===== config.mk =====
export PLATFORM = sky130hd
export DESIGN_NAME = gate_access_scheduler_flat
export DESIGN_NICKNAME = d
export VERILOG_FILES = /design/src/rtl/gate_access_scheduler_pkg.sv /design/src/rtl/gate_access_scheduler_if.sv /design/src/rtl/gate_access_scheduler_occupancy_counter.sv /design/src/rtl/gate_access_scheduler.sv /design/src/flat_wrapper.sv
export SDC_FILE = /design/constraint.sdc
export NUM_CORES = 1
export LEC_CHECK = 0
export ABC_AREA = 0
export CAP_MARGIN = 20
export CELL_PAD_IN_SITES_DETAIL_PLACEMENT = 1
export CELL_PAD_IN_SITES_GLOBAL_PLACEMENT = 2
export CORE_ASPECT_RATIO = 0.7
export CORE_MARGIN = 10
export CORE_UTILIZATION = 32
export DETAILED_ROUTE_END_ITERATION = 8
export PLACE_DENSITY = 0.74
export SLEW_MARGIN = 20
export SYNTH_ARGS = -nofsm -noshare
export SYNTH_HDL_FRONTEND = slang
export SYNTH_SLANG_ARGS = --single-unit

===== constraint.sdc =====
create_clock -name clk -period 2.8 [get_ports clk]
set_input_delay 0.56 -clock clk [delete_from_list [all_inputs] [get_ports clk]]
set_output_delay 0.56 -clock clk [all_outputs]
set_load 0.01 [all_outputs]

===== src/rtl/gate_access_scheduler_pkg.sv =====
// gate_sched_pkg: state encoding and lane direction constants for the gate scheduler.
package gate_sched_pkg;
    typedef enum logic [1:0] {
        IDLE  = 2'b00,
        GRANT = 2'b01,
        OPEN  = 2'b10,
        CLOSE = 2'b11
    } state_t;
    localparam logic DIR_ENTRY = 1'b0;
    localparam logic DIR_EXIT  = 1'b1;
endpackage


===== src/rtl/gate_access_scheduler_if.sv =====
// gate_access_scheduler_if: lane requests, gate commands and occupancy status.
interface gate_access_scheduler_if #(parameter int CNT_W = 4);
    logic             entry_req;
    logic             exit_req;
    logic             vehicle_passed;
    logic             gate_open;
    logic             gate_close;
    logic             busy;
    logic             dir;
    logic [CNT_W-1:0] occupancy;
    logic             full;
    logic             empty;
    modport master (
        output entry_req, exit_req, vehicle_passed,
        input  gate_open, gate_close, busy, dir, occupancy, full, empty
    );
    modport slave (
        input  entry_req, exit_req, vehicle_passed,
        output gate_open, gate_close, busy, dir, occupancy, full, empty
    );
endinterface


===== src/rtl/gate_access_scheduler_occupancy_counter.sv =====
// gate_occupancy_counter: saturating vehicle count with full/empty flags.
module gate_occupancy_counter #(
    parameter int CAPACITY = 8,
    parameter int CNT_W    = 4
) (
    input  logic             clk,
    input  logic             reset,
    input  logic             inc,
    input  logic             dec,
    output logic [CNT_W-1:0] occupancy,
    output logic             full,
    output logic             empty
);
    assign full  = occupancy == CNT_W'(CAPACITY);
    assign empty = occupancy == '0;
    // Guards are redundant with the arbiter's eligibility rules but keep the count from wrapping.
    always_ff @(posedge clk or posedge reset) begin
        if (reset) occupancy <= '0;
        else occupancy <= (inc && !full) ? occupancy + 1'b1 :
                          (dec && !empty) ? occupancy - 1'b1 : occupancy;
    end
endmodule


===== src/rtl/gate_access_scheduler.sv =====
// gate_access_scheduler: round-robin entry/exit arbiter and gate sequencer with dwell timeout.
module gate_access_scheduler
    import gate_sched_pkg::*;
#(
    parameter int CAPACITY    = 8,
    parameter int CNT_W       = 4,
    parameter int OPEN_CYCLES = 16,
    parameter int TIMER_W     = 8
) (
    input logic clk,
    input logic reset,
    gate_access_scheduler_if.slave bus
);
    state_t             state, state_n;
    logic [TIMER_W-1:0] timer;
    logic               dir, last_dir, grant_dir;
    logic               ent_ok, ext_ok, pass, timeout;
    assign ent_ok    = bus.entry_req & ~bus.full;
    assign ext_ok    = bus.exit_req & ~bus.empty;
    assign grant_dir = (ent_ok && ext_ok) ? ~last_dir : (ext_ok ? DIR_EXIT : DIR_ENTRY);
    assign pass      = (state == OPEN) && bus.vehicle_passed;
    assign timeout   = timer == TIMER_W'(OPEN_CYCLES - 1);
    always_comb begin
        state_n = state;
        case (state)
            IDLE:    state_n = (ent_ok || ext_ok) ? GRANT : IDLE;
            GRANT:   state_n = OPEN;
            OPEN:    state_n = (pass || timeout) ? CLOSE : OPEN;
            CLOSE:   state_n = IDLE;
            default: state_n = IDLE;
        endcase
    end
    always_ff @(posedge clk or posedge reset) begin
        if (reset) begin
            state    <= IDLE;
            timer    <= '0;
            dir      <= DIR_ENTRY;
            last_dir <= DIR_EXIT;
        end else begin
            state <= state_n;
            timer <= (state == OPEN) ? timer + 1'b1 : '0;
            if (state == IDLE && (ent_ok || ext_ok)) begin
                dir      <= grant_dir;
                last_dir <= grant_dir;
            end
        end
    end
    assign bus.gate_open  = state == GRANT;
    assign bus.gate_close = state == CLOSE;
    assign bus.busy       = state != IDLE;
    assign bus.dir        = dir;
    gate_occupancy_counter #(.CAPACITY(CAPACITY), .CNT_W(CNT_W)) u_occ (
        .clk       (clk),
        .reset     (reset),
        .inc       (pass && dir == DIR_ENTRY),
        .dec       (pass && dir == DIR_EXIT),
        .occupancy (bus.occupancy),
        .full      (bus.full),
        .empty     (bus.empty)
    );
endmodule


===== src/flat_wrapper.sv =====
// flat-port wrapper written by rule: the top's interface ports become plain ports
module gate_access_scheduler_flat import gate_sched_pkg::*;
#(
    parameter int CAPACITY    = 8,
    parameter int CNT_W       = 4,
    parameter int OPEN_CYCLES = 16,
    parameter int TIMER_W     = 8
)
  (clk, reset, bus_entry_req, bus_exit_req, bus_vehicle_passed, bus_gate_open, bus_gate_close, bus_busy, bus_dir, bus_occupancy, bus_full, bus_empty);
  gate_access_scheduler_if #(.CNT_W(CNT_W)) bus_i ();
  input logic clk;
  input logic reset;
  input wire logic [$bits(bus_i.entry_req)-1:0] bus_entry_req;
  input wire logic [$bits(bus_i.exit_req)-1:0] bus_exit_req;
  input wire logic [$bits(bus_i.vehicle_passed)-1:0] bus_vehicle_passed;
  output wire logic [$bits(bus_i.gate_open)-1:0] bus_gate_open;
  output wire logic [$bits(bus_i.gate_close)-1:0] bus_gate_close;
  output wire logic [$bits(bus_i.busy)-1:0] bus_busy;
  output wire logic [$bits(bus_i.dir)-1:0] bus_dir;
  output wire logic [$bits(bus_i.occupancy)-1:0] bus_occupancy;
  output wire logic [$bits(bus_i.full)-1:0] bus_full;
  output wire logic [$bits(bus_i.empty)-1:0] bus_empty;
  assign bus_i.entry_req = bus_entry_req;
  assign bus_i.exit_req = bus_exit_req;
  assign bus_i.vehicle_passed = bus_vehicle_passed;
  assign bus_gate_open = bus_i.gate_open;
  assign bus_gate_close = bus_i.gate_close;
  assign bus_busy = bus_i.busy;
  assign bus_dir = bus_i.dir;
  assign bus_occupancy = bus_i.occupancy;
  assign bus_full = bus_i.full;
  assign bus_empty = bus_i.empty;
  gate_access_scheduler #(.CAPACITY(CAPACITY), .CNT_W(CNT_W), .OPEN_CYCLES(OPEN_CYCLES), .TIMER_W(TIMER_W)) u_core (.clk(clk), .reset(reset), .bus(bus_i));
endmodule

Yosys cells after proc, flatten, opt, wreduce, memory -nomap -nowiden
Index checks and enable logic that the tools add are counted.
W data, S select, Z words.

word-level totals
  logic and storage cells = 42
  input port bits = 5
  output and inout port bits = 10
  register bits = 16

operators by class
  eq/ne operators = 5
  add/subtract/negate cells = 3
  multiplexer cells = 8
  reduce and logical (&&, ||, !) cells = 15
  bitwise operators = 6

operator list
  kind                   number
  $add A8 B1 Y8 const B  1
  $eq A8 B4 Y1 const B   1
  $mux W4                2
  $mux W8                1
  $pmux W2 S4            1
  $logic_and A1 B1 Y1    7
  $add A4 B1 Y4 const B  1
  $eq A2 B2 Y1 const B   2
  $eq A4 B4 Y1 const B   1
  $logic_not A4 Y1       1
  $mux W1                4
  $not A1 Y1             4
  $reduce_bool A2 Y1     2
  $sub A4 B1 Y4 const B  1
  $and A1 B1 Y1          2
  $eq A2 B1 Y1 const B   1
  $logic_not A1 Y1       2
  $logic_not A2 Y1       1
  $logic_or A1 B1 Y1     2

Longest topological paths before layout
Gate-level depths: netlist (run 1).

  depth after elaboration = 6
  depth in mapped cells = 9
  mapped depth without buffers = 9

Modules after synthesis
A second synthesis (run 1) with hierarchy kept.

unflattened totals
  cell total of the unflattened synthesis = 95
  area total of the unflattened synthesis = 945.9 um^2

modules (own cells, without submodules)
  module                  cells each  area each (um^2)  times used  seq. area each (um^2)
  gate_access_scheduler   63          639.4             1           301.5
  gate_occupancy_counter  32          306.5             1           100.1

Worst setup path after synthesis (run 1)
Ideal clock, no wire load.

  kind = register to register
  from = reg u_core.u_occ.occupancy[0]
  to = reg u_core.u_occ.occupancy[3]
  buffers on the path = 0
  period minus slack after synthesis = 2,085 ps
  library setup time = 121 ps
  path slack = 715 ps
  required time = 2,679 ps
  data arrival time = 1,964 ps
  cell stages (with the launch flop) = 9
  cells stage by stage = dfrtp_1 > nor3_1 > nand2_1 > nand2b_1 > ha_1 > a21o_1 > a21oi_1 > mux2i_1 > o22a_1

between the ends
  cells in the longest elaborated chain, start to end = 4
  elaborated cells between the ends (all ways) = 11
  those cells by class = add/sub: 2; eq/ne: 1; mux: 2; reduce/logical: 6

ends and longest elaborated chain
  what                                                                   line                                           source
  from (decl)                                                            gate_access_scheduler_occupancy_counter.sv:10  output logic [CNT_W-1:0] occupancy,
  from (signal assigned)                                                 gate_access_scheduler_occupancy_counter.sv:19  else occupancy <= (inc && !full) ? occupancy + 1'b1 :
  parallel branches: the longest is 4 deep, another holds $sub A4 B1 Y4  n/a

Several ways; the timed one is not identified. The select of a mux whose other input is x is not followed.
A chain may end at the register's enable or synchronous reset.

Worst setup path in the final report (run 1)
  from = reg u_core.u_occ.occupancy[0]
  to = out bus_full

between the ends
  cells in the longest elaborated chain, start to end = 1

ends and longest elaborated chain
  what          line                                           source
  $eq A4 B4 Y1  gate_access_scheduler_occupancy_counter.sv:14  assign full = occupancy == CNT_W'(CAPACITY);
  to (decl)     flat_wrapper.sv:21                             output wire logic [$bits(bus_i.full)-1:0] bus_full;

Every way passes these cells.

==> flow_summary.json, run 1 <==
{
  "outcome": "finished clean",
  "yosysSeqAreaShare_pct": 45.9,
  "avgViaCountPerCell": 4.88,
  "tns_ns": 0,
  "async_reset_ff_share_pct": 100,
  "worst_slew_pin_slew_ns": 0.632,
  "drive_gt1_share_pct": 5.77,
  "grt_max_degree": 17,
  "min_path_cells": 1,
  "drt_pass1_iterations": 4,
  "fmax_mhz": 401,
  "wl_per_cell_um": 14.8,
  "drtAntennaViolNets": 0,
  "setup_viol": 0,
  "synthFlopType": "dfrtp_1",
  "synthToLayoutAreaGrowth_pct": 26.0,
  "clock_sinks": 16,
  "power_density_mw_per_mm2": 1030,
  "final_cell_mix": "dfrtp_1 (15), clkdlybuf4s50_1 (14), nor2_1 (13)",
  "start_util_pct": 34.6,
  "cp.arrival_ns": 1.93,
  "root_buffer": "clkbuf_8",
  "fin_crit_sh_pct": 89.1,
  "yosysWarningCount": 0,
  "worstRegToRegCells": 8,
  "pwr-share-seq_pct": 36.3,
  "drtIter0Drc": 28,
  "power_switching_uw": 448,
  "std_cell_rows": 15,
  "cts_buffer_depth": 2,
  "rrSetupSlack_ns": 0.46,
  "ir_worst_vdd_v": 0.000329,
  "p_int_uw": 686,
  "clkTransAtPathRegs_ns": 0.07,
  "critPathCaptureType": "primary output",
  "max-cap-violations": 0,
  "worstReg2RegStart": "u_core.u_occ.occupancy[0]",
  "overflow": 0,
  "register_area_um2": 402,
  "grt_use_total_pct": 8.36,
  "cts_resized": 0,
  "yosys_register_bits": 16,
  "post_cts_buffers": 0,
  "dieArea_mm2": 0.00526,
  "synth_edf_count": 0,
  "synth_cell_types": 24,
  "cp_cell_sequence": "nor3_1 > nand2_1 > inv_1 > clkdlybuf4s50_1",
  "routed-via-count": 674,
  "rsz0062_at_grt": "no",
  "r2r_end": "u_core.u_occ.occupancy[3]",
  "syn_nets": 99,
  "crit_fanout": 6,
  "cts_tree": "built",
  "die_width_um": 82.5,
  "nFillCells": 297,
  "die_h_um": 63.8,
  "start_kind": "flip-flop",
  "fin_util_pct": 43.6,
  "routed_wl_um": 2040,
  "hp-class": "reg -> reg",
  "dp_slack_ns": 0.215,
  "syn_area_um2": 876,
  "pwr-share-comb_pct": 47.6,
  "grt_pass1_wl_um": 3360,
  "pwr-share-clk_pct": 16.2,
  "cts_made_buffers": 3,
  "hold_start": "u_core.last_dir",
  "final_common_cell": "dfrtp_1",
  "cts_hold_repair.buffers": 0,
  "fin_worst_skew_ns": 0.00357,
  "synthCells": 86,
  "cp.required_ns": 2.24,
  "antenna_found_initial": 0,
  "finalCriticalPeriod_ns": 2.49,
  "slew_headroom_pct": 57.8,
  "route.detailed.drc": 0,
  "fin_nets": 118,
  "avgSynthCellArea_um2": 10.2,
  "port_buffers": 14,
  "hold_violations": 0,
  "grt_pass1_vias": 671,
  "htreeDepth": 1,
  "power_leakage_nw": 0.516,
  "slew_violations": 0,
  "layout_setup_ws_ns": 0.307,
  "ios": 15,
  "path_class": "reg -> out",
  "clk_latency_ns": 0.25,
  "n_antenna_cell": 0,
  "finalWeightedCongestion": 0.745,
  "critPathSlowestCell": "clkdlybuf4s50_1",
  "hpwl_um": 1610,
  "cpPeakStageDelay_ns": 0.54,
  "hold_end": "u_core.last_dir",
  "switching_share_pct": 39.5,
  "coreArea_mm2": 0.00253,
  "multiInputGateArea_um2": 448
}
## per-stage QoR
stage	cell area [um2]	hold WS [ns]	power [mW]	cells
2_1_floorplan	876	0.458	0.731	86
3_3_place_gp	1060	0.511	0.949	134
3_5_place_dp	1060	0.513	0.966	134
4_1_cts	1100	0.522	1.15	138
5_1_grt	1100	0.537	1.24	138
6_report	1100	0.519	1.13	138
## how the worst max path moves through the flow
| stage | startpoint | depth (start not counted) | endpoint |
|---|---|---|---|
| floorplan | u_core.u_occ.occupancy[0] | 8 | u_core.u_occ.occupancy[3] |
| global placement | bus_vehicle_passed | 8 | u_core.u_occ.occupancy[3] |
| detailed placement | bus_vehicle_passed | 8 | u_core.u_occ.occupancy[3] |
| CTS | u_core.u_occ.occupancy[0] | 4 | bus_full |
| global route | u_core.u_occ.occupancy[0] | 4 | bus_full |
| finish | u_core.u_occ.occupancy[0] | 4 | bus_full |
## synth_stat cells (all sizes together), types with 3 or more instances
library cell / count / area (um2)
dfrtp: 15 / 375
inv: 7 / 26.3
nand3: 8 / 40.0
nand2: 5 / 18.8
a21oi: 3 / 15.0
nor2: 13 / 48.8
ha: 7 / 87.6
xor2: 7 / 61.3
## flip-flops by register name (all words and copies together) (netlist names)
signal / cells
u_core.last_dir: 1
u_core.u_occ.occupancy: 4
u_core.timer: 8
u_core.bus.dir: 1
u_core.state: 2
## metal layers
layer	vias up	track usage, %	share of wire, %	routed length, um
li1	330	-	-	-
met1	322	11.5	48	978
met2	17	10.5	41	845
met3	5	4.89	9.5	195
met4	0	2.50	1.1	23
met5	-	0	0	0
## worst max-delay path, delay by kind of cell, from the launching register on
family,cells,cell delay [ns]
DFF,1,0.45
buffers and inverters,2,0.62
and+or+nand+nor,2,0.60
## final cells by class
cell class	count	share of cell area (%)
Clock buffer	4	4.08
Inverter	7	2.38
Multi-Input combinational cell	63	40.6
Sequential cell	16	36.4
Tap cell	34	3.85
Timing Repair Buffer	14	12.7
## power by group through the flow
stage                     sequential (mW)  combinational, mW  clock, mW
after global routing                0.427              0.609      0.200
after global placement              0.413              0.537          0
after floorplan                     0.407              0.324          0
after detailed placement            0.417              0.549          0
after CTS                           0.413              0.554      0.188
final                               0.411              0.539      0.183
## cell families (layout without fill, tap and decap cells)
logic type               after synthesis  after routing  share of synthesized area (%)
multiplexers                           2              2                           2.29
buffers and inverters                  7             25                           3.00
XOR/XNOR                               9              9                           9.00
flip-flops                            16             16                           45.9
adder cells (fa/ha/maj)                8              8                           12.3
AO/OA/AOI/OAI                          9              9                           8.71
AND/OR/NAND/NOR                       35             35                           18.9
Power figures use the tool's default switching activity.
==> inputs of run 2 (changes only) <==
Settings changed: SETUP_SLACK_MARGIN set to 0.2.
==> run 2 against run 1 <==
Compared with the run above: register-to-register slack improved by 0.12 ns; core utilization grew 0.20 points; sequential share of layout area fell by 0.16 points; cell count stayed put; via count decreased by 0.74%; worst setup slack gained 0.026 ns; critical path depth fell by 1; die area stayed put; sequential cell count is the same; non-clock buffer count stayed put; design area rose by 0.45%; critical endpoint is now bus_empty; highest routed layer unchanged.
==> flow_summary.json, run 2 (synthesized netlist as in run 1, its figures left out) <==
{
  "slew_headroom_pct": 58.0,
  "cp.required_ns": 2.24,
  "drive_gt1_share_pct": 6.73,
  "worst_slew_pin_slew_ns": 0.630,
  "cp_cell_sequence": "or3_1 > nor2_1 > clkdlybuf4s50_1",
  "cts_made_buffers": 3,
  "grt_use_total_pct": 8.36,
  "dieArea_mm2": 0.00526,
  "fin_nets": 118,
  "design_area_mm2": 0.00111,
  "min_path_cells": 1,
  "drtIter0Drc": 22,
  "synthToLayoutAreaGrowth_pct": 26.6,
  "hold_violations": 0,
  "slew_violations": 0,
  "start_util_pct": 34.6,
  "outcome": "finished clean",
  "hold_start": "u_core.last_dir",
  "critPathSlowestCell": "clkdlybuf4s50_1",
  "cts_hold_repair.buffers": 0,
  "grt_pass1_vias": 671,
  "fin_crit_sh_pct": 88.1,
  "setup_viol": 0,
  "hp-class": "reg -> reg",
  "nFillCells": 296,
  "drtAntennaViolNets": 0,
  "rrSetupSlack_ns": 0.58,
  "routed-via-count": 669,
  "worstRegToRegCells": 8,
  "cpPeakStageDelay_ns": 0.57,
  "hpwl_um": 1610,
  "avgViaCountPerCell": 4.85,
  "std_cell_rows": 15,
  "tns_ns": 0,
  "die_h_um": 63.8,
  "ios": 15,
  "finalCriticalPeriod_ns": 2.47,
  "crit_fanout": 6,
  "port_buffers": 14,
  "largestRegisters": "u_core.timer: 8 flops, u_core.u_occ.occupancy: 4 flops, u_core.state: 2 flops",
  "grt_max_degree": 17,
  "root_buffer": "clkbuf_8",
  "htreeDepth": 1,
  "clkTransAtPathRegs_ns": 0.07,
  "max-cap-violations": 0,
  "die_width_um": 82.5,
  "n_antenna_cell": 0,
  "route.detailed.drc": 0,
  "top_register": "u_core.timer",
  "drt_pass1_iterations": 4,
  "cts_buffer_depth": 2,
  "finalWeightedCongestion": 0.745,
  "coreArea_mm2": 0.00253,
  "rsz0062_at_grt": "no",
  "largest_reg_flops": 8,
  "wl_per_cell_um": 15.0,
  "final_cell_mix": "dfrtp_1 (15), clkdlybuf4s50_1 (14), nor2_1 (13)",
  "cts_tree": "built",
  "routed_wl_um": 2080,
  "worstReg2RegStart": "u_core.u_occ.occupancy[0]",
  "critPathCaptureType": "primary output",
  "final_common_cell": "dfrtp_1",
  "hold_end": "u_core.last_dir",
  "path_class": "reg -> out",
  "ir_worst_vdd_v": 0.000330,
  "cts_resized": 0,
  "grt_pass1_wl_um": 3360,
  "fin_worst_skew_ns": 0.00369,
  "r2r_end": "u_core.u_occ.occupancy[3]",
  "antenna_found_initial": 0,
  "cp.arrival_ns": 1.91,
  "overflow": 0,
  "power_leakage_nw": 0.517,
  "post_cts_buffers": 0,
  "power_density_mw_per_mm2": 1030,
  "placed_area_mm2": 0.00106,
  "start_kind": "flip-flop",
  "fmax_mhz": 405,
  "clock_sinks": 16,
  "clk_latency_ns": 0.25
}
==> run 2: worst max-delay path by stage <==
| stage | end | slack [ns] | depth (start not counted) | startpoint |
|---|---|---|---|---|
| finish | bus_empty | 0.33 | 3 | u_core.u_occ.occupancy[0] |
| global route | bus_empty | 0.25 | 3 | u_core.u_occ.occupancy[0] |
| CTS | bus_full | 0.27 | 4 | u_core.u_occ.occupancy[0] |
| detailed placement | u_core.u_occ.occupancy[3] | 0.22 | 8 | bus_vehicle_passed |
| global placement | u_core.u_occ.occupancy[3] | 0.30 | 8 | bus_vehicle_passed |
| floorplan | u_core.u_occ.occupancy[3] | 0.71 | 8 | u_core.u_occ.occupancy[0] |
==> run 2: report_power, final <==
part	switching (mW)	internal, mW
combinational	0.269	0.276
sequential	0.105	0.310
clock	0.0828	0.101
total	0.457	0.687
==> run 2: worst max-delay path: cells and delay by family, from the launching register on <==
family,cells,cell delay [ns]
simple gates,2,0.63
flops,1,0.46
buf+inv,1,0.57
==> run 2: through the flow <==
stage | hold WS, ns | util (%) | power (mW) | std cells | worst slack [ns]
floorplan | 0.458 | - | 0.731 | 86 | 0.715
global placement | 0.511 | 41.8 | 0.949 | 134 | 0.300
detailed placement | 0.513 | 41.8 | 0.966 | 134 | 0.215
CTS | 0.522 | 43.6 | 1.15 | 138 | 0.268
global route | 0.537 | 43.8 | 1.25 | 138 | 0.250
finish | 0.519 | 43.8 | 1.14 | 138 | 0.333
==> run 2: layout make-up <==
type | count | area, um2 | area share (%)
Clock buffer | 4 | 45.0 | 4.06
Timing Repair Buffer | 14 | 140 | 12.6
Tap cell | 34 | 42.5 | 3.84
Inverter | 7 | 26.3 | 2.37
Multi-Input combinational cell | 63 | 453 | 40.9
Sequential cell | 16 | 402 | 36.2
==> run 2: per-layer routing <==
| metal | share of wire [%] | global-route usage, % | vias to the layer above |
|---|---|---|---|
| li1 | - | - | 329 |
| met1 | 49 | 11.5 | 322 |
| met2 | 42 | 10.5 | 13 |
| met3 | 7.7 | 4.89 | 5 |
| met4 | 1.1 | 2.50 | 0 |
| met5 | 0 | 0 | - |
==> inputs of run 3 (changes only) <==
==> constraint.sdc (replaced) <==
create_clock -name clk -period 2.8 [get_ports clk]
set_input_delay 0.84 -clock clk [delete_from_list [all_inputs] [get_ports clk]]
set_output_delay 0.84 -clock clk [all_outputs]
set_load 0.01 [all_outputs]
==> run 3 against run 2 <==
Compared with the run above: combinational power rose by 5.5%; via count fell by 1.2%; power rose by 5.3%; clock skew fell by 0.0011 ns; largest cell class unchanged.
==> flow_summary.json, run 3 (synthesized netlist as in run 1, its figures left out) <==
{
  "outcome": "finished clean",
  "cp.required_ns": 1.96,
  "cpPeakStageDelay_ns": 0.54,
  "largest_reg_flops": 8,
  "start_kind": "flip-flop",
  "drive_gt1_share_pct": 13.1,
  "crit_fanout": 6,
  "synthToLayoutAreaGrowth_pct": 31.6,
  "clk_latency_ns": 0.25,
  "avgViaCountPerCell": 4.69,
  "power_density_mw_per_mm2": 1050,
  "power_leakage_nw": 0.542,
  "max-cap-violations": 0,
  "ir_worst_vdd_v": 0.000546,
  "wl_per_cell_um": 14.4,
  "cp_cell_sequence": "nor3_4 > nand2_1 > inv_1 > clkdlybuf4s50_1",
  "top_register": "u_core.timer",
  "grt_pass1_wl_um": 3310,
  "grt_pass1_vias": 686,
  "cp.arrival_ns": 1.69,
  "ios": 15,
  "fmax_mhz": 396,
  "slew_violations": 0,
  "fin_worst_skew_ns": 0.00258,
  "route.detailed.drc": 0,
  "htreeDepth": 1,
  "std_cell_rows": 15,
  "n_antenna_cell": 0,
  "clock_sinks": 16,
  "cp_top_family": "buffers and inverters",
  "antenna_found_initial": 0,
  "root_buffer": "clkbuf_8",
  "finalWeightedCongestion": 0.771,
  "hold_violations": 0,
  "grt_use_total_pct": 8.20,
  "critPathSlowestCell": "clkdlybuf4s50_1",
  "fin_cells": 141,
  "drtAntennaViolNets": 0,
  "nFillCells": 289,
  "cts_made_buffers": 3,
  "routed-via-count": 661,
  "routed_wl_um": 2030,
  "fin_crit_sh_pct": 90.2,
  "port_buffers": 14,
  "die_h_um": 63.8,
  "dp.cells": 136,
  "hp-class": "reg -> reg",
  "die_width_um": 82.5,
  "grt_max_degree": 17,
  "drt_pass1_iterations": 4,
  "finalCriticalPeriod_ns": 2.53,
  "rrSetupSlack_ns": 0.66,
  "fin_nets": 121,
  "cts_buffer_depth": 2,
  "tns_ns": 0,
  "path_class": "reg -> out",
  "dieArea_mm2": 0.00526,
  "overflow": 0,
  "worst_slew_pin_slew_ns": 0.595,
  "setup_viol": 0,
  "coreArea_mm2": 0.00253,
  "hpwl_um": 1560,
  "clkTransAtPathRegs_ns": 0.06,
  "cts_tree": "built",
  "final_cell_mix": "nor2_1 (13), clkdlybuf4s50_1 (13), dfrtp_1 (13)",
  "slew_headroom_pct": 60.3,
  "start_util_pct": 34.6,
  "rsz0062_at_grt": "no",
  "critPathBufInv": 2,
  "drtIter0Drc": 20,
  "critPathCaptureType": "primary output",
  "largestRegisters": "u_core.timer: 8 flops, u_core.u_occ.occupancy: 4 flops, u_core.state: 2 flops"
}
-- run 3: cell count changes in the layout (fill, tap and decap cells not counted) --
| cell | change |
|---|---|
| a21oi_1 | -1 |
| a21oi_2 | +1 |
| buf_4 | +3 |
| clkbuf_1 | -1 |
| clkbuf_8 | +1 |
| clkdlybuf4s50_1 | -1 |
| dfrtp_1 | -2 |
| dfrtp_2 | +2 |
| dlygate4sd2_1 | +1 |
| nor3_2 | -1 |
| nor3_4 | +1 |
-- run 3: stage by stage --
step                setup slack, ns  cell area (um2)  hold slack, ns  utilization [%]  power (mW)
detailed placement          0.00319             1070           0.508             42.4       0.971
finish                        0.273             1150           0.522             45.5        1.20
floorplan                     0.621              876           0.458                -       0.731
CTS                           0.223             1130           0.518             44.7        1.19
global route                  0.202             1150           0.533             45.5        1.31
global placement             0.0785             1070           0.507             42.4       0.959
-- run 3: path summary, 6_finish.rpt --
kind,start,end,depth (start not counted)
max,u_core.u_occ.occupancy[1],bus_full,4
min reg2reg,u_core.last_dir,u_core.last_dir,1
max in group asynchronous,reset,u_core.u_occ.occupancy[0],2
min,u_core.last_dir,u_core.last_dir,1
max reg2reg,u_core.state[0],u_core.u_occ.occupancy[3],9
min in group asynchronous,reset,u_core.state[0],2
-- run 3: worst reg2reg max path, stage by stage, from the launching register on --
cell and delay, ns:
dfrtp_1 0.41, inv_1 0.09, ha_1 0.24, nand3_1 0.11, nand2b_1 0.22, ha_1 0.30
a21o_1 0.19, a21oi_2 0.19, mux2i_1 0.20, o22a_1 0.14
-- run 3: routing by layer --
| layer | global-route usage (%) | routed length (um) |
|---|---|---|
| met1 | 11.3 | 1030 |
| met2 | 10.1 | 819 |
| met3 | 5.17 | 171 |
| met4 | 2.50 | 14 |
| met5 | 0 | 0 |
-- run 3: report_power, final --
group | switching [mW] | internal [mW]
clock | 0.0813 | 0.125
combinational | 0.278 | 0.297
sequential | 0.110 | 0.313
-- run 3: area by class of cell --
cell class                      instances  area (um2)  share of cell area (%)
Timing Repair Buffer                   17         161                    14.0
Multi-Input combinational cell         63         463                    40.2
Clock buffer                            4        55.1                    4.78
Sequential cell                        16         404                    35.1
Tap cell                               34        42.5                    3.69
Inverter                                7        26.3                    2.28
-- run 3: timing repair --
item | 4_1_cts | 5_1_grt
hold buffers | 0 | 0
gates resized for setup | 3 | 3
setup endpoints to repair | 2 | 2
setup buffers | 0 | 1
